--- src/rtl/jk_reg_bank.sv ---
`default_nettype none
// ============================================================================
// Module   : jk_reg_bank
// Brief    : WIDTH-bit register bank with per-bit JK, up/down count and
//            shift-left modes, terminal count and a registered wrap pulse.
// Revision : 1.0  initial release
// ============================================================================
module jk_reg_bank #(
    parameter int               WIDTH       = 8,
    parameter logic [WIDTH-1:0] RESET_VALUE = '0
) (
    input  logic             clk,
    input  logic             reset,
    input  logic             set,
    input  logic             en,
    input  logic [1:0]       mode,
    input  logic [WIDTH-1:0] j,
    input  logic [WIDTH-1:0] k,
    output logic [WIDTH-1:0] q,
    output logic [WIDTH-1:0] qb,
    output logic             tc,
    output logic             wrap
);

    localparam logic [1:0] c_MODE_JK    = 2'b00;
    localparam logic [1:0] c_MODE_UP    = 2'b01;
    localparam logic [1:0] c_MODE_DOWN  = 2'b10;
    localparam logic [1:0] c_MODE_SHIFT = 2'b11;

    logic [WIDTH-1:0] r_q;
    logic             r_wrap;
    logic [WIDTH-1:0] w_q_next;
    logic             w_tc;

    always_comb begin
        w_tc = 1'b0;
        if (mode == c_MODE_UP && r_q == {WIDTH{1'b1}}) begin
            w_tc = 1'b1;
        end else if (mode == c_MODE_DOWN && r_q == '0) begin
            w_tc = 1'b1;
        end
    end

    always_comb begin
        w_q_next = r_q;
        if (en) begin
            case (mode)
                // Classic JK equation: 00 hold, 01 clear, 10 set, 11 toggle.
                c_MODE_JK:    w_q_next = (r_q & ~k) | (~r_q & j);
                c_MODE_UP:    w_q_next = r_q + 1'b1;
                c_MODE_DOWN:  w_q_next = r_q - 1'b1;
                c_MODE_SHIFT: w_q_next = {r_q[WIDTH-2:0], j[0]};
                default:      w_q_next = r_q;
            endcase
        end
    end

    always_ff @(posedge clk) begin
        if (reset) begin
            r_q    <= RESET_VALUE;
            r_wrap <= 1'b0;
        end else if (set) begin
            r_q    <= {WIDTH{1'b1}};
            r_wrap <= 1'b0;
        end else begin
            r_q    <= w_q_next;
            r_wrap <= en & w_tc;
        end
    end

    assign q    = r_q;
    assign qb   = ~r_q;
    assign tc   = w_tc;
    assign wrap = r_wrap;

endmodule
`default_nettype wire

--- config.mk ---
export PLATFORM = sky130hd
export DESIGN_NAME = jk_reg_bank
export DESIGN_NICKNAME = d
export VERILOG_FILES = /design/src/rtl/jk_reg_bank.sv
export SDC_FILE = /design/constraint.sdc
export NUM_CORES = 1
export LEC_CHECK = 0
export CORE_AREA = 4 4 56 58
export DETAILED_ROUTE_END_ITERATION = 10
export DIE_AREA = 0 0 60 62
export GPL_TIMING_DRIVEN = 0
export MAX_ROUTING_LAYER = met4
export PLACE_DENSITY = 0.79
export SYNTH_ARGS = -nofsm -noshare
export SYNTH_HDL_FRONTEND = slang
export SYNTH_SLANG_ARGS = --single-unit
--- constraint.sdc ---
create_clock -name clk -period 2.9 [get_ports clk]
set_clock_uncertainty 0.05 [all_clocks]
set_input_delay 0.58 -clock clk [delete_from_list [all_inputs] [get_ports clk]]
set_output_delay 0.58 -clock clk [all_outputs]
set_load 0.05 [all_outputs]
==> reports/qor.yml, run 1 <==
die:
  design.die.area_mm2: 0.00372
  ios: 40
  start_util_pct: 42.5
  core_area_mm2: 0.00266
  rows: 19
  die_w_um: 60
  die_h_um: 62
synthesis:
  yosysSeqAreaShare_pct: 15.9
  syn_nets: 184
  syn_inst: 156
  yosysWarningCount: 0
  synth.largest_area_cell: "dfxtp_1"
  synth_flop_cell: "dfxtp_1"
  synth_cell_types: 53
  synth_edf_count: 0
  async_reset_ff_share_pct: 0
  syn-mean-instance-area_um2: 7.26
  netlist.area_leader.share_pct: 15.9
  ys_seq_elements: 9
  synthTopCellsByArea: "dfxtp_1 16%, a21oi_1 7.1%, o21ai_0 7.1%"
  synth_area_mm2: 0.00113
sta:
  setup_viol: 0
  period_minus_slack_ns: 2.52
  slew_violations: 0
  worstMarginPinSlew_ns: 0.508
  min_period_over_period_pct: 86.8
  max_slew_margin_pct: 66.0
  whs_ns: 0.627
  rsz0062_at_grt: "false"
  max_freq_mhz: 397
  hold_viol_final: 0
  fin_ws_ns: 0.382
final_layout:
  fin_nets: 226
  final_common_cell: "clkdlybuf4s50_1"
  most-common-layout-cells: "34 x clkdlybuf4s50_1, 16 x a21oi_1, 15 x o21ai_0, 14 x inv_1, 9 x dfxtp_1"
  fillers: 252
  areaGrowthSynthToFinish_pct: 40.9
  drive_gt1_share_pct: 13.2
  stdcell_area_mm2: 0.00160
  antenna_cells: 0
global_routing:
  grt_pass1_vias: 1357
  grt_max_degree: 11
  grt_antenna_before_repair: 0
  grt_overflow_total: 0
  grt_pass1_wl_um: 6270
  global_route.usage.total_pct: 23.1
clock_network:
  clockRootBuffer: "clkbuf_4"
  numCtsBuffers: 3
  cts_sinks: 9
  clk_pin_slew_ns: 0.07
  htreeDepth: 1
  cts_buffer_depth: 2
  cts_tree: "done"
  clk_latency_ns: 0.28
routing:
  wl_met3_um: 337
  routed_wl_um: 3760
  viasPerCell: 6.15
  drt_iter0_drc: 78
  wl_met1_um: 1500
  num_vias: 1403
  routedWlPerCell_um: 16.5
  dr.pass1.iters: 4
  top_layer: "met4"
  route.antenna.remaining_nets: 0
  wl_met2_um: 1820
  drc_errors: 0
critical_path:
  start_kind: "input port"
  r2r-end: "q[6]$_SDFFE_PP0P_"
  crit_path_max_fanout: 10
  reg2reg_from: "q[1]$_SDFFE_PP0P_"
  cp-end-kind: "output port"
  cp.arrival_ns: 1.89
  ff2ff_path_depth: 8
  required_ns: 2.27
  critical_path_class: "input port to output port"
  rrSetupSlack_ns: 0.77
place:
  port_buffers: 37
  postPlaceCellArea_mm2: 0.00154
  dp_slack_ns: -0.591
  place.gp.congestion: 0.930
  place_hpwl_um: 2820
pwr:
  p_per_area_mw_per_mm2: 374
  p_leak_nw: 0.652
  power.total_mw: 0.596
  ir_drop_uv: 239
hold_path:
  hold_end: "q[1]$_SDFFE_PP0P_"
  hold_depth: 3
  min-delay-start: "set"
  hold_path.class: "input port to flop"
status:
  outcome: "finished clean"
job:
  max_cap_viol_count: 0
[cells by family (layout without fill, tap and decap cells)]
group	after synthesis	in the layout	synth area share [%]
adder cells (fa/ha/maj)	6	6	6.63
AO/OA/AOI/OAI	56	56	31.7
buffers and inverters	30	71	12.2
multiplexers	4	4	3.54
flip-flops	9	9	15.9
AND/OR/NAND/NOR	44	44	24.6
XOR/XNOR	7	7	5.41
[cell usage after synthesis (2+ instances only)]
master,n
a211oi_1,3
a21oi_1,16
a221oi_1,2
a31oi_1,3
and3_2,3
and3b_1,2
and4_1,2
buf_2,4
buf_4,3
clkbuf_1,5
dfxtp_1,9
ha_1,6
inv_1,14
mux2i_1,4
nand2_1,5
nand3_1,4
nor2_1,7
nor3_1,2
nor3b_1,2
nor4_1,2
o211ai_1,3
o21ai_0,16
o31a_1,2
or2b_1,2
or4_1,2
xnor2_1,5
xor2_1,2
[area by class of cell]
cell class              instances  area (um2)  area share [%]
well taps                      31        38.8            2.43
clock buffers                   4        26.3            1.65
inverters                      15        56.3            3.53
flip-flops and latches          9         180            11.3
plain buffers                  15        85.1            5.33
multi-input cells             117         836            52.4
repair buffers                 37         373            23.4
[per-stage QoR]
stage,setup TNS (ns),std cells,utilization (%)
after CTS,0,228,59.2
final,0,228,59.9
after global routing,0,228,59.9
after floorplan,0,156,-
after global placement,-1.04,224,57.9
after detailed placement,-1.17,224,57.9
[sequential cells by signal (all words and copies together), names as in the netlist]
name / count
q: 8
wrap: 1
[how the worst max path moves through the flow]
stage | from | endpoint | slack [ns] | cells after the start
CTS | mode[0] | q[6]$_SDFFE_PP0P_ | 0.009 | 12
detailed placement | mode[0] | tc | -0.59 | 7
global placement | mode[0] | tc | -0.58 | 7
global route | mode[0] | q[6]$_SDFFE_PP0P_ | 0.29 | 12
floorplan | mode[0] | q[6]$_SDFFE_PP0P_ | 0.42 | 11
finish | mode[0] | tc | 0.38 | 7
[where the power goes]
part	switching, mW	total [mW]	internal, mW
registers	0.0170	0.153	0.136
logic	0.204	0.333	0.129
clock network	0.0570	0.110	0.0534
[worst max-delay path: stages]
cell and delay [ns]:
dlymetal6s2s_1 0.15, inv_1 0.11, ha_1 0.17, buf_4 0.18, nor4b_2 0.25, a41o_1 0.22
clkbuf_4 0.23
[per-layer routing]
| metal | global-route usage (%) | vias to the layer above |
|---|---|---|
| met1 | 28.6 | 649 |
| met5 | - | - |
| met4 | 10.4 | 0 |
| li1 | - | 657 |
| met3 | 2.69 | 11 |
| met2 | 37.7 | 86 |
[repair_timing]
action	CTS	global route
endpoints found under the setup margin	2	3
gates resized for setup	9	5
setup buffers	0	0
hold buffers	0	0
pin swaps	1	0
cloned	0	0
Note: power is estimated with default switching activity, not from simulation.
==> run 2, diff against run 1 <==
--- a/config.mk
+++ b/config.mk
@@ -5,9 +5,10 @@
 export SDC_FILE = /design/constraint.sdc
 export NUM_CORES = 1
 export LEC_CHECK = 0
-export CORE_AREA = 4 4 56 58
+export ABC_AREA = 1
+export CORE_AREA = 4 4 55 57
 export DETAILED_ROUTE_END_ITERATION = 10
-export DIE_AREA = 0 0 60 62
+export DIE_AREA = 0 0 59 61
 export GPL_TIMING_DRIVEN = 0
 export MAX_ROUTING_LAYER = met4
 export PLACE_DENSITY = 0.79
==> reports/qor.yml, run 2 <==
pwr:
  pwr-share-seq_pct: 27.7  # was 25.6%
  power_frac_clock_pct: 17.5  # was 18.5%
  swShare_pct: 45.1  # was 46.7%
  ir_drop_uv: 381  # was 239 uV
  cell_internal_pwr_mw: 0.301  # was 0.318 mW
  switching_power_mw: 0.248  # was 0.278 mW
  pwr-share-comb_pct: 54.8  # was 55.9%
  p_leak_nw: 0.743  # was 0.652 nW
  p_per_area_mw_per_mm2: 357  # was 374 mW/mm2
critical_path:
  slowest_delay_ns: 0.45  # was 0.25 ns
  critical_path_class: "input port to output port"  # unchanged
  crit_family: "buffers and inverters"  # unchanged
  setup.worst_path.start: "mode[0]"  # unchanged
  slowest_stage: "clkdlybuf4s50_1"  # was nor4b_2
  start_kind: "input port"  # unchanged
  rrSetupSlack_ns: 1.15  # was 0.77 ns
  reg2reg_from: "q[1]$_SDFFE_PP0P_"  # unchanged
  crit_buf_inv: 4  # unchanged
  cp_cell_sequence: "clkdlybuf4s50_1, inv_1, ha_2, inv_2, nor2_1, nand3_1, o41ai_2, buf_4"  # was dlymetal6s2s_1, inv_1, ha_1, buf_4, nor4b_2, a41o_1, clkbuf_4
  cp-end-kind: "output port"  # unchanged
  required_ns: 2.27  # about the same
  ff2ff_path_depth: 13  # was 8
  crit_path_max_fanout: 9  # was 10
  cp.arrival_ns: 2.12  # was 1.89 ns
  cp.depth: 8  # was 7
die:
  die_w_um: 59  # was 60 um
  design.die.area_mm2: 0.00360  # was 0.00372 mm2
  die_h_um: 61  # was 62 um
  ios: 40  # unchanged
  start_util_pct: 43.5  # was 42.5%
  core_area_mm2: 0.00248  # was 0.00266 mm2
  rows: 18  # was 19
sta:
  rsz0062_at_grt: "false"  # unchanged
  max_freq_mhz: 363  # was 397 MHz
  setup_viol: 0  # unchanged
  fin_ws_ns: 0.147  # was 0.382 ns
  slew_violations: 0  # unchanged
  hold_viol_final: 0  # unchanged
  min_period_over_period_pct: 94.9  # was 86.8%
  max_slew_margin_pct: 65.0  # was 66.0%
  worstMarginPinSlew_ns: 0.523  # was 0.508 ns
  period_minus_slack_ns: 2.75  # was 2.52 ns
clock_network:
  clockRootBuffer: "clkbuf_4"  # unchanged
  numCtsBuffers: 3  # unchanged
  cts_sinks: 9  # unchanged
  cts_tree: "done"  # unchanged
  clk_pin_slew_ns: 0.06  # was 0.07 ns
  clk_latency_ns: 0.26  # was 0.28 ns
  htreeDepth: 1  # unchanged
  cts_buffer_depth: 2  # unchanged
  cts_hold_buf: 0  # unchanged
synthesis:
  ys_seq_elements: 9  # unchanged
  syn_inst: 188  # was 156
  synth.largest_area_cell: "nand2_1"  # was dfxtp_1
  yosysMostFrequentCell: "nand2_1"
  yosysSeqAreaShare_pct: 16.7  # was 15.9%
  netlist.area_leader.share_pct: 20.9  # was 15.9%
  syn_nets: 216  # was 184
  syn-mean-instance-area_um2: 5.73  # was 7.26 um2
  synth_cell_types: 32  # was 53
  async_reset_ff_share_pct: 0  # unchanged
  synthTopCellsByArea: "nand2_1 21%, dfxtp_1 17%, o21ai_0 7.4%"  # was dfxtp_1 16%, a21oi_1 7.1%, o21ai_0 7.1%
  synth_flop_cell: "dfxtp_1"  # unchanged
  netlist_top_cells_count: "60 x nand2_1, 20 x inv_1, 16 x o21ai_0, 13 x nor2_1"  # was 16 x a21oi_1, 16 x o21ai_0, 14 x inv_1, 9 x dfxtp_1, 7 x nor2_1
  yosysWarningCount: 0  # unchanged
  synth_edf_count: 0  # unchanged
  synth_area_mm2: 0.00108  # was 0.00113 mm2
hold_path:
  min-delay-start: "q[6]$_SDFFE_PP0P_"  # was set
  hold_depth: 4  # was 3
  hold_path.class: "flop to flop"  # was input port to flop
routing:
  route.antenna.remaining_nets: 0  # unchanged
  routed_wl_um: 3160  # was 3760 um
  drt_iter0_drc: 52  # was 78
  dr.pass1.iters: 4  # unchanged
  num_vias: 1346  # was 1403
  viasPerCell: 5.16  # was 6.15
  routedWlPerCell_um: 12.1  # was 16.5 um
  drc_errors: 0  # unchanged
final_layout:
  ff_latch_area_um2: 180  # unchanged
  drive_gt1_share_pct: 13.0  # was 13.2%
  areaGrowthSynthToFinish_pct: 42.9  # was 40.9%
  fillers: 251  # was 252
  fin_nets: 260  # was 226
  stdcell_area_mm2: 0.00154  # was 0.00160 mm2
  final_common_cell: "nand2_1"  # was clkdlybuf4s50_1
  most-common-layout-cells: "60 x nand2_1, 38 x clkdlybuf4s50_1, 20 x inv_1, 16 x o21ai_0, 13 x nor2_1"  # was 34 x clkdlybuf4s50_1, 16 x a21oi_1, 15 x o21ai_0, 14 x inv_1, 9 x dfxtp_1
  multi_input_area_um2: 769  # was 836 um2
  antenna_cells: 0  # unchanged
  largest_register_ff_count: 8  # unchanged
place:
  place_hpwl_um: 2450  # was 2820 um
  port_buffers: 39  # was 37
  place.gp.congestion: 0.920  # was 0.930
  postPlaceCellArea_mm2: 0.00151  # was 0.00154 mm2
  dp_slack_ns: -0.518  # was -0.591 ns
status:
  outcome: "finished clean"  # unchanged
global_routing:
  grt_pass1_vias: 1160  # was 1357
  grt_max_degree: 11  # unchanged
  grt_overflow_total: 0  # unchanged
  grt_pass1_wl_um: 5090  # was 6270 um
  global_route.usage.total_pct: 18.8  # was 23.1%
  grt_antenna_before_repair: 0  # unchanged
job:
  max_cap_viol_count: 0  # unchanged
run 2: through the flow:
step / power [mW] / setup TNS (ns) / hold slack [ns] / utilization (%) / std cells
CTS: 0.552 / 0 / 0.594 / 61.9 / 261
floorplan: 0.352 / 0 / 0.752 / - / 188
finish: 0.549 / 0 / 0.601 / 62.1 / 261
global route: 0.590 / 0 / 0.633 / 62.1 / 261
detailed placement: 0.454 / -0.518 / 0.585 / 61.1 / 257
global placement: 0.452 / -0.524 / 0.580 / 61.1 / 257
run 2: kinds of logic (layout without fill, tap and decap cells):
| group | Yosys count | in the layout | synth area share, % |
|---|---|---|---|
| AND/OR/NAND/NOR | 100 | 100 | 40.1 |
| flip-flops | 9 | 9 | 16.7 |
| adder cells (fa/ha/maj) | 6 | 6 | 6.97 |
| AO/OA/AOI/OAI | 42 | 42 | 23.5 |
| buffers and inverters | 31 | 74 | 12.8 |
run 2: path summary, 6_finish.rpt:
kind                       endpoint
setup / recovery                 tc
hold / removal    q[7]$_SDFFE_PP0P_
setup reg to reg  q[4]$_SDFFE_PP0P_
hold reg to reg   q[7]$_SDFFE_PP0P_
run 2: metal layers:
metal | part of all wire, % | track usage [%] | vias to the layer above
met5 | 0 | - | -
met3 | 5.7 | 4.04 | 0
met4 | 0 | 1.94 | 0
met2 | 47 | 31.1 | 47
met1 | 47 | 24.2 | 603
li1 | - | - | 696
run 2: area by class of cell:
| class | instances | share of cell area, % |
|---|---|---|
| timing repair buffer | 39 | 25.2 |
| buffer | 6 | 2.85 |
| tap | 30 | 2.44 |
| multi-input combinational | 148 | 50.0 |
| inverter | 25 | 6.10 |
| sequential | 9 | 11.7 |
| clock buffer | 4 | 1.71 |
run 2: power by group through the flow:
stage / combinational, mW / clock (mW) / sequential (mW)
detailed placement: 0.299 / 0 / 0.154
global placement: 0.297 / 0 / 0.154
floorplan: 0.167 / 0 / 0.185
finish: 0.301 / 0.0961 / 0.152
CTS: 0.301 / 0.0995 / 0.152
global route: 0.327 / 0.109 / 0.154
run 2: tightest hold or removal path: cells and delay by family, from the launching register on:
kind             cells  cell delay (ns)
AO/OA/AOI/OAI        1             0.05
AND/OR/NAND/NOR      3             0.19
flip-flops           1             0.37
run 2: timing repair:
action / in CTS / in global routing
buffers inserted: 0 / 0
endpoints found under the setup margin: 1 / 1
resized for setup: 6 / 3
==> run 3, diff against run 2 <==
==> constraint.sdc (replaced) <==
create_clock -name clk -period 2.9 [get_ports clk]
set_clock_uncertainty 0.05 [all_clocks]
set_input_delay 0.58 -clock clk [delete_from_list [all_inputs] [get_ports clk]]
set_output_delay 0.58 -clock clk [all_outputs]
set_load 0.02 [all_outputs]
==> reports/qor.yml, run 3 (same netlist as run 2, synthesis figures left out) <==
global_routing:
  grt_pass1_wl_um: 5210  # was 5090 um
  grt_max_degree: 11  # unchanged
  grt_antenna_before_repair: 0  # unchanged
  grt_overflow_total: 0  # unchanged
  global_route.usage.total_pct: 18.9  # was 18.8%
  grt_pass1_vias: 1163  # was 1160
hold_path:
  min-delay-start: "q[6]$_SDFFE_PP0P_"  # unchanged
  hold_path.class: "flop to flop"  # unchanged
sta:
  max_slew_margin_pct: 73.3  # was 65.0%
  min_period_over_period_pct: 95.3  # was 94.9%
  period_minus_slack_ns: 2.77  # was 2.75 ns
  fin_ws_ns: 0.135  # was 0.147 ns
  max_freq_mhz: 362  # was 363 MHz
  rsz0062_at_grt: "false"  # unchanged
  setup_viol: 0  # unchanged
  slew_violations: 0  # unchanged
  worstMarginPinSlew_ns: 0.396  # was 0.523 ns
  hold_viol_final: 0  # unchanged
critical_path:
  start_kind: "input port"  # unchanged
  slowest_delay_ns: 0.45  # about the same
  cp-end-kind: "output port"  # unchanged
  setup.worst_path.start: "mode[0]"  # unchanged
  crit_path_max_fanout: 9  # unchanged
  reg2reg_from: "q[1]$_SDFFE_PP0P_"  # unchanged
  crit_buf_inv: 4  # unchanged
  slowest_stage: "clkdlybuf4s50_1"  # unchanged
  critical_path_class: "input port to output port"  # unchanged
  required_ns: 2.27  # about the same
  cp_cell_sequence: "clkdlybuf4s50_1, inv_1, ha_1, inv_2, nor2_1, nand3_1, o41ai_1, buf_2"  # was clkdlybuf4s50_1, inv_1, ha_2, inv_2, nor2_1, nand3_1, o41ai_2, buf_4
  crit_family: "buffers and inverters"  # unchanged
  cp.arrival_ns: 2.14  # was 2.12 ns
clock_network:
  cts_sinks: 9  # unchanged
  cts_hold_buf: 0  # unchanged
  htreeDepth: 1  # unchanged
  clk_pin_slew_ns: 0.06  # about the same
  cts_buffer_depth: 2  # unchanged
  cts_tree: "done"  # unchanged
  clockRootBuffer: "clkbuf_4"  # unchanged
  numCtsBuffers: 3  # unchanged
  clk_latency_ns: 0.27  # was 0.26 ns
pwr:
  power.total_mw: 0.503  # was 0.549 mW
  p_leak_nw: 0.739  # was 0.743 nW
  p_per_area_mw_per_mm2: 330  # was 357 mW/mm2
  ir_drop_uv: 326  # was 381 uV
final_layout:
  drive_gt1_share_pct: 12.1  # was 13.0%
  antenna_cells: 0  # unchanged
  areaGrowthSynthToFinish_pct: 41.7  # was 42.9%
  largest_register_ff_count: 8  # unchanged
  most-common-layout-cells: "60 x nand2_1, 38 x clkdlybuf4s50_1, 20 x inv_1, 16 x o21ai_0, 13 x nor2_1"  # unchanged
  final_common_cell: "nand2_1"  # unchanged
  fin_nets: 260  # unchanged
die:
  die_w_um: 59  # unchanged
  die_h_um: 61  # unchanged
  design.die.area_mm2: 0.00360  # unchanged
  ios: 40  # unchanged
  rows: 18  # unchanged
  core_area_mm2: 0.00248  # unchanged
  start_util_pct: 43.5  # unchanged
routing:
  viasPerCell: 4.96  # was 5.16
  routedWlPerCell_um: 12.0  # was 12.1 um
  route.antenna.remaining_nets: 0  # unchanged
  drt_iter0_drc: 54  # was 52
  num_vias: 1294  # was 1346
  routed_wl_um: 3120  # was 3160 um
  dr.pass1.iters: 4  # unchanged
  drc_errors: 0  # unchanged
place:
  port_buffers: 39  # unchanged
  dp_slack_ns: -0.319  # was -0.518 ns
  place_hpwl_um: 2490  # was 2450 um
  place.gp.congestion: 0.852  # was 0.920
job:
  max_cap_viol_count: 0  # unchanged
status:
  outcome: "finished clean"  # unchanged
==> run 3: repair_timing <==
item                       in CTS  in global routing
hold endpoints to repair        0                  0
gates resized for setup         3                  2
setup endpoints to repair       1                  1
setup buffers                   0                  0
cloned                          0                  0
==> run 3: worst paths after layout <==
kind / cells past startpoint / endpoint / slack (ns)
max: 8 / tc / 0.13
min: 4 / q[7]$_SDFFE_PP0P_ / 0.59
max reg2reg: 11 / q[4]$_SDFFE_PP0P_ / 1.18
min reg2reg: 4 / q[7]$_SDFFE_PP0P_ / 0.59
==> run 3: where the power goes <==
part | switching, mW | internal (mW)
combinational | 0.138 | 0.114
clock | 0.0467 | 0.0532
sequential | 0.0177 | 0.134
total | 0.202 | 0.301
==> run 3: per-layer routing <==
metal	GRT usage [%]	up-vias	part of all wire (%)
li1	-	697	-
met1	24.7	549	46
met2	31.5	48	47
met3	4.04	0	7.2
met4	0.971	0	0
met5	-	-	0
==> run 3: worst min-delay path, stage by stage (launching register included) <==
cell	delay [ns]
dfxtp_1	0.37
nand2_1	0.08
nand2_1	0.05
nand2_1	0.06
a21oi_2	0.04
==> run 3: final cells by class <==
| class | count | area (um2) |
|---|---|---|
| Sequential cell | 9 | 180 |
| Clock buffer | 4 | 26.3 |
| Multi-Input combinational cell | 148 | 759 |
| Tap cell | 30 | 37.5 |
| Fill cell | 253 | 951 |
| Timing Repair Buffer | 39 | 385 |
| Inverter | 25 | 93.8 |
| Buffer | 6 | 43.8 |
==> run 3: per-stage QoR <==
| step | cell area [um2] | instances | utilization, % | hold slack, ns | TNS (ns) |
|---|---|---|---|---|---|
| after detailed placement | 1510 | 257 | 60.8 | 0.577 | -0.319 |
| after global placement | 1510 | 257 | 60.8 | 0.581 | -0.326 |
| final | 1530 | 261 | 61.6 | 0.592 | 0 |
| after global routing | 1530 | 261 | 61.6 | 0.627 | 0 |
| after floorplan | 1080 | 188 | - | 0.622 | 0 |
| after CTS | 1530 | 261 | 61.8 | 0.590 | 0 |
==> edit 1: new RTL, config.mk and constraints of run 3 <==
Make the reset (`reset`) asynchronous in one clocked block.
--- a/src/rtl/jk_reg_bank.sv
+++ b/src/rtl/jk_reg_bank.sv
@@ -56,5 +56,5 @@
     end
 
-    always_ff @(posedge clk) begin
+    always_ff @(posedge clk or posedge reset) begin
         if (reset) begin
             r_q    <= RESET_VALUE;
Function: differs if reset is asserted again (counterexample within 4 cycles, from zero or initial values and one cycle with reset high); with reset held inactive, the same outputs for 10 cycles.
==> edit 1 against run 3 <==
  * Hold slack lost 0.056 ns
  * Global-route usage grew 1.8 points
  * Area after synthesis grew 4.3%
  * Critical path depth is the same
  * Worst setup slack lost 0.023 ns
  * Sequential share of layout area grew 2.3 points
  * Sequential cell count is the same
  * Register-to-register slack lost 0.06 ns
  * Wire length grew 8.7%
  * Total power grew 12%
  * Design area grew 4.8%
  * Count of clock-buffer cells in the layout shrank 1
  * Maximum frequency shrank 0.82%
  * Critical path type unchanged
==> edit 1: results (changes against run 3) <==
Worst IR drop on VDD -> 0.277 mV (was 0.326 mV)
Vias per cell -> 5.15 (was 4.96)
Worst-Skew Late Latency -> 0.27 ns (about the same)
Slowest stage delay, CP -> 0.56 ns (was 0.45 ns)
Gpl congestion -> 0.886 (was 0.852)
Reg2Reg Depth -> 12 (was 11)
Post-synth net total -> 217 (was 216)
Initial DRC Count -> 56 (was 54)
Antenna diode count -> 0 (unchanged)
Clk pin slew, worst setup/hold paths -> 0.07 ns
Drt pass-1 iters -> 4 (unchanged)
Mux contribution to synthesized area -> 0% (unchanged)
Slew HR -> 67.8% (was 73.3%)
Total wire length -> 3400 µm (was 3120 µm)
Compound-Gate Fraction of Synth Area -> 19.0% (was 23.5%)
Leak -> 0.814 nW (was 0.739 nW)
DP Wirelength -> 2650 µm (was 2490 µm)
Hold crit path type -> in -> async (was reg -> reg)
Status -> complete, no violations (unchanged)
Clock root buffer master -> clkbuf_4 (unchanged)
Fin nets -> 261 (was 260)
Slowest-stage cell, CP -> clkdlybuf4s50_1 (unchanged)
Hold WS -> 0.536 ns (was 0.592 ns)
Reg2Reg Setup Slack -> 1.12 ns (was 1.18 ns)
Number of distinct library cells after synthesis -> 31 (was 32)
Arr. time, crit path -> 2.16 ns (was 2.14 ns)
R2R Path End -> q[6]$_DFFE_PP0P_ (was q[4]$_SDFFE_PP0P_)
Synth warn -> 0 (unchanged)
First-pass GRT wire length -> 5510 µm (was 5210 µm)
H-tree lvl count -> 1 (unchanged)
Synth area leaders -> nand2_1, dfrtp_1, inv_1 (was nand2_1, dfxtp_1, o21ai_0)
CTS buffer count -> 3 (unchanged)
RR Startpoint -> q[1]$_DFFE_PP0P_ (was q[1]$_SDFFE_PP0P_)
Critical-path maximum fanout -> 10 (was 9)
Post-CTS setup buffers -> 0 (unchanged)
Vias in the first global route -> 1299 (was 1163)
Synth cell count leaders -> nand2_1, inv_1, nand3_1 (was nand2_1, inv_1, o21ai_0)
Antenna violations before repair -> 0 (unchanged)
Tot GR Track Use -> 20.7% (was 18.9%)
Async SR Flop Fraction -> 100% (was 0%)
Post-synthesis adder-cell area fraction -> 6.68% (was 6.97%)
Prevailing post-synth register cell -> dfrtp_1 (was dfxtp_1)
Crit-path leading delay family -> buffers and inverters (unchanged)
Number of flip-flops in the largest register -> 8 (unchanged)
Layout cells sized above 1 -> 12.5% (was 12.1%)
Synth Area in XOR/XNOR -> 0.780% (was 0%)
CTS Buffer Depth -> 2 (unchanged)
ANT nets after route -> 0 (unchanged)
PortBufs -> 39 (unchanged)
Largest net degree at the start of global routing -> 11 (unchanged)
Drt drc -> 0 (unchanged)
Seq/Total Area, Yosys -> 20.0% (was 16.7%)
[edit 1: how the worst max path moves through the flow]
stage | slack [ns] | to | start
detailed placement | -0.50 | tc | mode[0]
CTS | 0.02 | tc | mode[1]
global placement | -0.51 | tc | mode[0]
floorplan | 0.57 | tc | mode[1]
finish | 0.11 | tc | mode[1]
global route | 0.04 | tc | mode[0]
[edit 1: area by class of cell]
class                      count  area [µm²]
fill                         248         878
clock buffer                   3        22.5
inverter                      30         113
multi-input combinational    143         764
clock inverter                 1        5.00
timing repair buffer          39         385
sequential                     9         225
buffer                         7        46.3
tap                           30        37.5
[edit 1: where the power goes]
group | switching [mW] | total (mW) | internal [mW]
logic | 0.176 | 0.310 | 0.134
registers | 0.0195 | 0.156 | 0.136
clock network | 0.0491 | 0.100 | 0.0510
[edit 1: logic make-up after synthesis]
logic type               count (synthesis)
AND/OR/NAND/NOR                        102
adder cells (fa/ha/maj)                  6
flip-flops                               9
AO/OA/AOI/OAI                           34
XOR/XNOR                                 1
buffers and inverters                   37
[edit 1: routing by layer]
metal,global-route usage (%),share of wire (%)
met1,25.6,45
met2,35.0,49
met3,4.47,5.0
met4,3.88,0.77
met5,-,0
[edit 1: repair_timing]
item                                    in CTS  in global routing
gates resized for setup                      8                  2
endpoints found under the setup margin       1                  1
endpoints found under the hold margin        0                  0
cloned                                       0                  0
[edit 1: worst register-to-register path, stage by stage, from the launching register on]
cell and delay (ns):
dfrtp_1 0.49, inv_2 0.11, nand2_1 0.07, nand2_1 0.08, ha_1 0.18, a21o_1 0.19, nand3_1 0.11, nand2_1 0.06
nand2_1 0.05, nand3_1 0.07, nand2_1 0.06, nand2_1 0.05, a21oi_2 0.12
[edit 1: metrics by stage]
stage                     setup TNS, ns  utilization [%]  cell area [µm²]  worst slack [ns]  cells
after floorplan                       0                -             1120             0.567    189
after global placement           -0.514             62.6             1550            -0.514    258
after detailed placement         -0.504             62.6             1550            -0.504    258
after CTS                             0             64.0             1590            0.0153    262
after global routing                  0             64.5             1600            0.0388    262
final                                 0             64.5             1600             0.112    262
==> edit 2: new RTL, settings of run 3 <==
Made on the original files. The parameter `WIDTH` goes from 8 to 10.
--- a/src/rtl/jk_reg_bank.sv
+++ b/src/rtl/jk_reg_bank.sv
@@ -7,5 +7,5 @@
 // ============================================================================
 module jk_reg_bank #(
-    parameter int               WIDTH       = 8,
+    parameter int               WIDTH       = 10,
     parameter logic [WIDTH-1:0] RESET_VALUE = '0
 ) (
Ports: changed (resized j, k, q and qb); port bits go from 40 to 48. The function was not compared with the original's and may differ.
==> edit 2 against run 3 <==
  * Total power increased by 22%
  * Sequential power up 20%
  * Area after synthesis rose by 27%
  * Clock power grew 4%
  * Wire length is 29% higher
  * Sequential cell count grew 2
  * Count of clock-buffer cells in the layout unchanged
  * Design area grew 25%
  * Worst setup slack improved by 0.29 ns
==> edit 2: results (changes against run 3) <==
Status -> complete, no violations (unchanged)
Clock root buffer master -> clkbuf_4 (unchanged)
Number of flip-flops in the largest register -> 10 (was 8)
RR Startpoint -> q[1]$_SDFFE_PP0P_ (unchanged)
Worst IR drop on VDD -> 0.316 mV (was 0.326 mV)
Antenna violations before repair -> 0 (unchanged)
Worst-Margin Slew -> 0.426 ns (was 0.396 ns)
Fin nets -> 317 (was 260)
Drt pass-1 iters -> 5 (was 4)
CTS buffer count -> 3 (unchanged)
Vias in the first global route -> 1478 (was 1163)
Async SR Flop Fraction -> 0% (unchanged)
Total wire length -> 4040 µm (was 3120 µm)
Worst-Skew Late Latency -> 0.27 ns (about the same)
PortBufs -> 47 (was 39)
NetSw -> 0.253 mW (was 0.202 mW)
Reg2Reg Depth -> 14 (was 11)
Largest net degree at the start of global routing -> 11 (unchanged)
Fill count -> 194 (was 253)
H-tree lvl count -> 1 (unchanged)
DP Wirelength -> 3180 µm (was 2490 µm)
Hold path depth -> 2 (was 4)
Tot GR Track Use -> 24.1% (was 18.9%)
Synth area leaders -> nand2_1, dfxtp_1, o21ai_0 (unchanged)
Hold crit path type -> reg -> reg (unchanged)
Antenna diode count -> 0 (unchanged)
WL per Instance -> 12.9 µm (was 12.0 µm)
Arr. time, crit path -> 1.84 ns (was 2.14 ns)
Vias per cell -> 5.27 (was 4.96)
Slowest-stage cell, CP -> buf_2 (was clkdlybuf4s50_1)
Post-synth net total -> 265 (was 216)
Leak -> 0.916 nW (was 0.739 nW)
Final Hold Viols -> 0 (unchanged)
Gpl congestion -> 0.965 (was 0.852)
Seq/Total Area, Yosys -> 16.0% (was 16.7%)
Slowest stage delay, CP -> 0.25 ns (was 0.45 ns)
Hold endpoint -> q[6]$_SDFFE_PP0P_ (was q[7]$_SDFFE_PP0P_)
Min-delay src -> q[6]$_SDFFE_PP0P_ (unchanged)
Pre-CTS setup slack -> -0.358 ns (was -0.319 ns)
Critical-path maximum fanout -> 8 (was 9)
Synth warn -> 0 (unchanged)
First-pass GRT wire length -> 6490 µm (was 5210 µm)
Reg2Reg Setup Slack -> 0.97 ns (was 1.18 ns)
CTS Buffer Depth -> 2 (unchanged)
R2R Path End -> q[6]$_SDFFE_PP0P_ (was q[4]$_SDFFE_PP0P_)
Placed cell count -> 310 (was 257)
Hold WS -> 0.607 ns (was 0.592 ns)
Synth Area per Inst -> 5.89 µm² (was 5.73 µm²)
Initial DRC Count -> 111 (was 54)
Synth cell count leaders -> nand2_1, inv_1, o21ai_0 (unchanged)
Number of distinct library cells after synthesis -> 39 (was 32)
Dpl cell area -> 1880 µm² (was 1510 µm²)
Prevailing post-synth register cell -> dfxtp_1 (unchanged)
Clk pin slew, worst setup/hold paths -> 0.07 ns
Layout cells sized above 1 -> 13.7% (was 12.1%)
==> edit 2: cell type report <==
class	instances	area share, %
Multi-Input combinational cell	178	50.2
Tap cell	30	1.96
Buffer	12	4.18
Timing Repair Buffer	47	24.6
Clock buffer	4	1.37
Inverter	32	6.27
Sequential cell	11	11.5
==> edit 2: cells by family (layout without fill, tap and decap cells) <==
group                      Yosys count  after routing  share of synthesized area (%)
and+or+nand+nor                    115            115                           38.7
AOI/OAI and AO/OA                   56             56                           24.6
buffers and inverters               44             95                           14.6
DFF                                 11             11                           16.0
adders and majority gates            6              6                           5.47
xor gates and xnor gates             1              1                          0.638
==> edit 2: critical path: cells and delay by family <==
family / cells / cell delay, ns
compound gates: 1 / 0.10
fa+ha+maj: 1 / 0.17
buf+inv: 5 / 0.73
simple gates: 2 / 0.25
==> edit 2: power groups by stage <==
| stage | combinational (mW) | clock, mW | sequential [mW] |
|---|---|---|---|
| 6_report | 0.330 | 0.104 | 0.183 |
| 5_1_grt | 0.362 | 0.117 | 0.185 |
| 3_3_place_gp | 0.323 | 0 | 0.186 |
| 3_5_place_dp | 0.326 | 0 | 0.186 |
| 2_1_floorplan | 0.188 | 0 | 0.198 |
| 4_1_cts | 0.328 | 0.106 | 0.183 |
==> edit 2: per-stage QoR <==
step | util (%) | TNS (ns)
2_1_floorplan | - | 0
3_3_place_gp | 75.9 | -0.397
3_5_place_dp | 75.9 | -0.597
4_1_cts | 77.0 | 0
5_1_grt | 77.3 | 0
6_report | 77.3 | 0
==> edit 2: how the worst max path moves through the flow <==
stage	endpoint	cells after the start	from	slack, ns
2_1_floorplan	tc	2	q[1]$_SDFFE_PP0P_	0.55
3_3_place_gp	tc	9	mode[0]	-0.32
3_5_place_dp	tc	9	mode[0]	-0.36
4_1_cts	tc	9	mode[0]	0.004
5_1_grt	q[6]$_SDFFE_PP0P_	18	mode[0]	0.34
6_report	tc	9	mode[0]	0.43
==> edit 2: what timing repair did <==
action | in CTS | in global routing
endpoints found under the setup margin | 1 | 2
hold buffers | 0 | 0
cloned | 0 | 0
buffers inserted | 0 | 0
resized for setup | 4 | 5
==> edit 2: metal layers <==
metal / vias up / GRT usage, % / part of all wire, %
li1: 870 / - / -
met1: 712 / 31.9 / 45
met2: 68 / 37.2 / 46
met3: 4 / 5.53 / 8.5
met4: 0 / 5.50 / 0.94
met5: - / - / 0
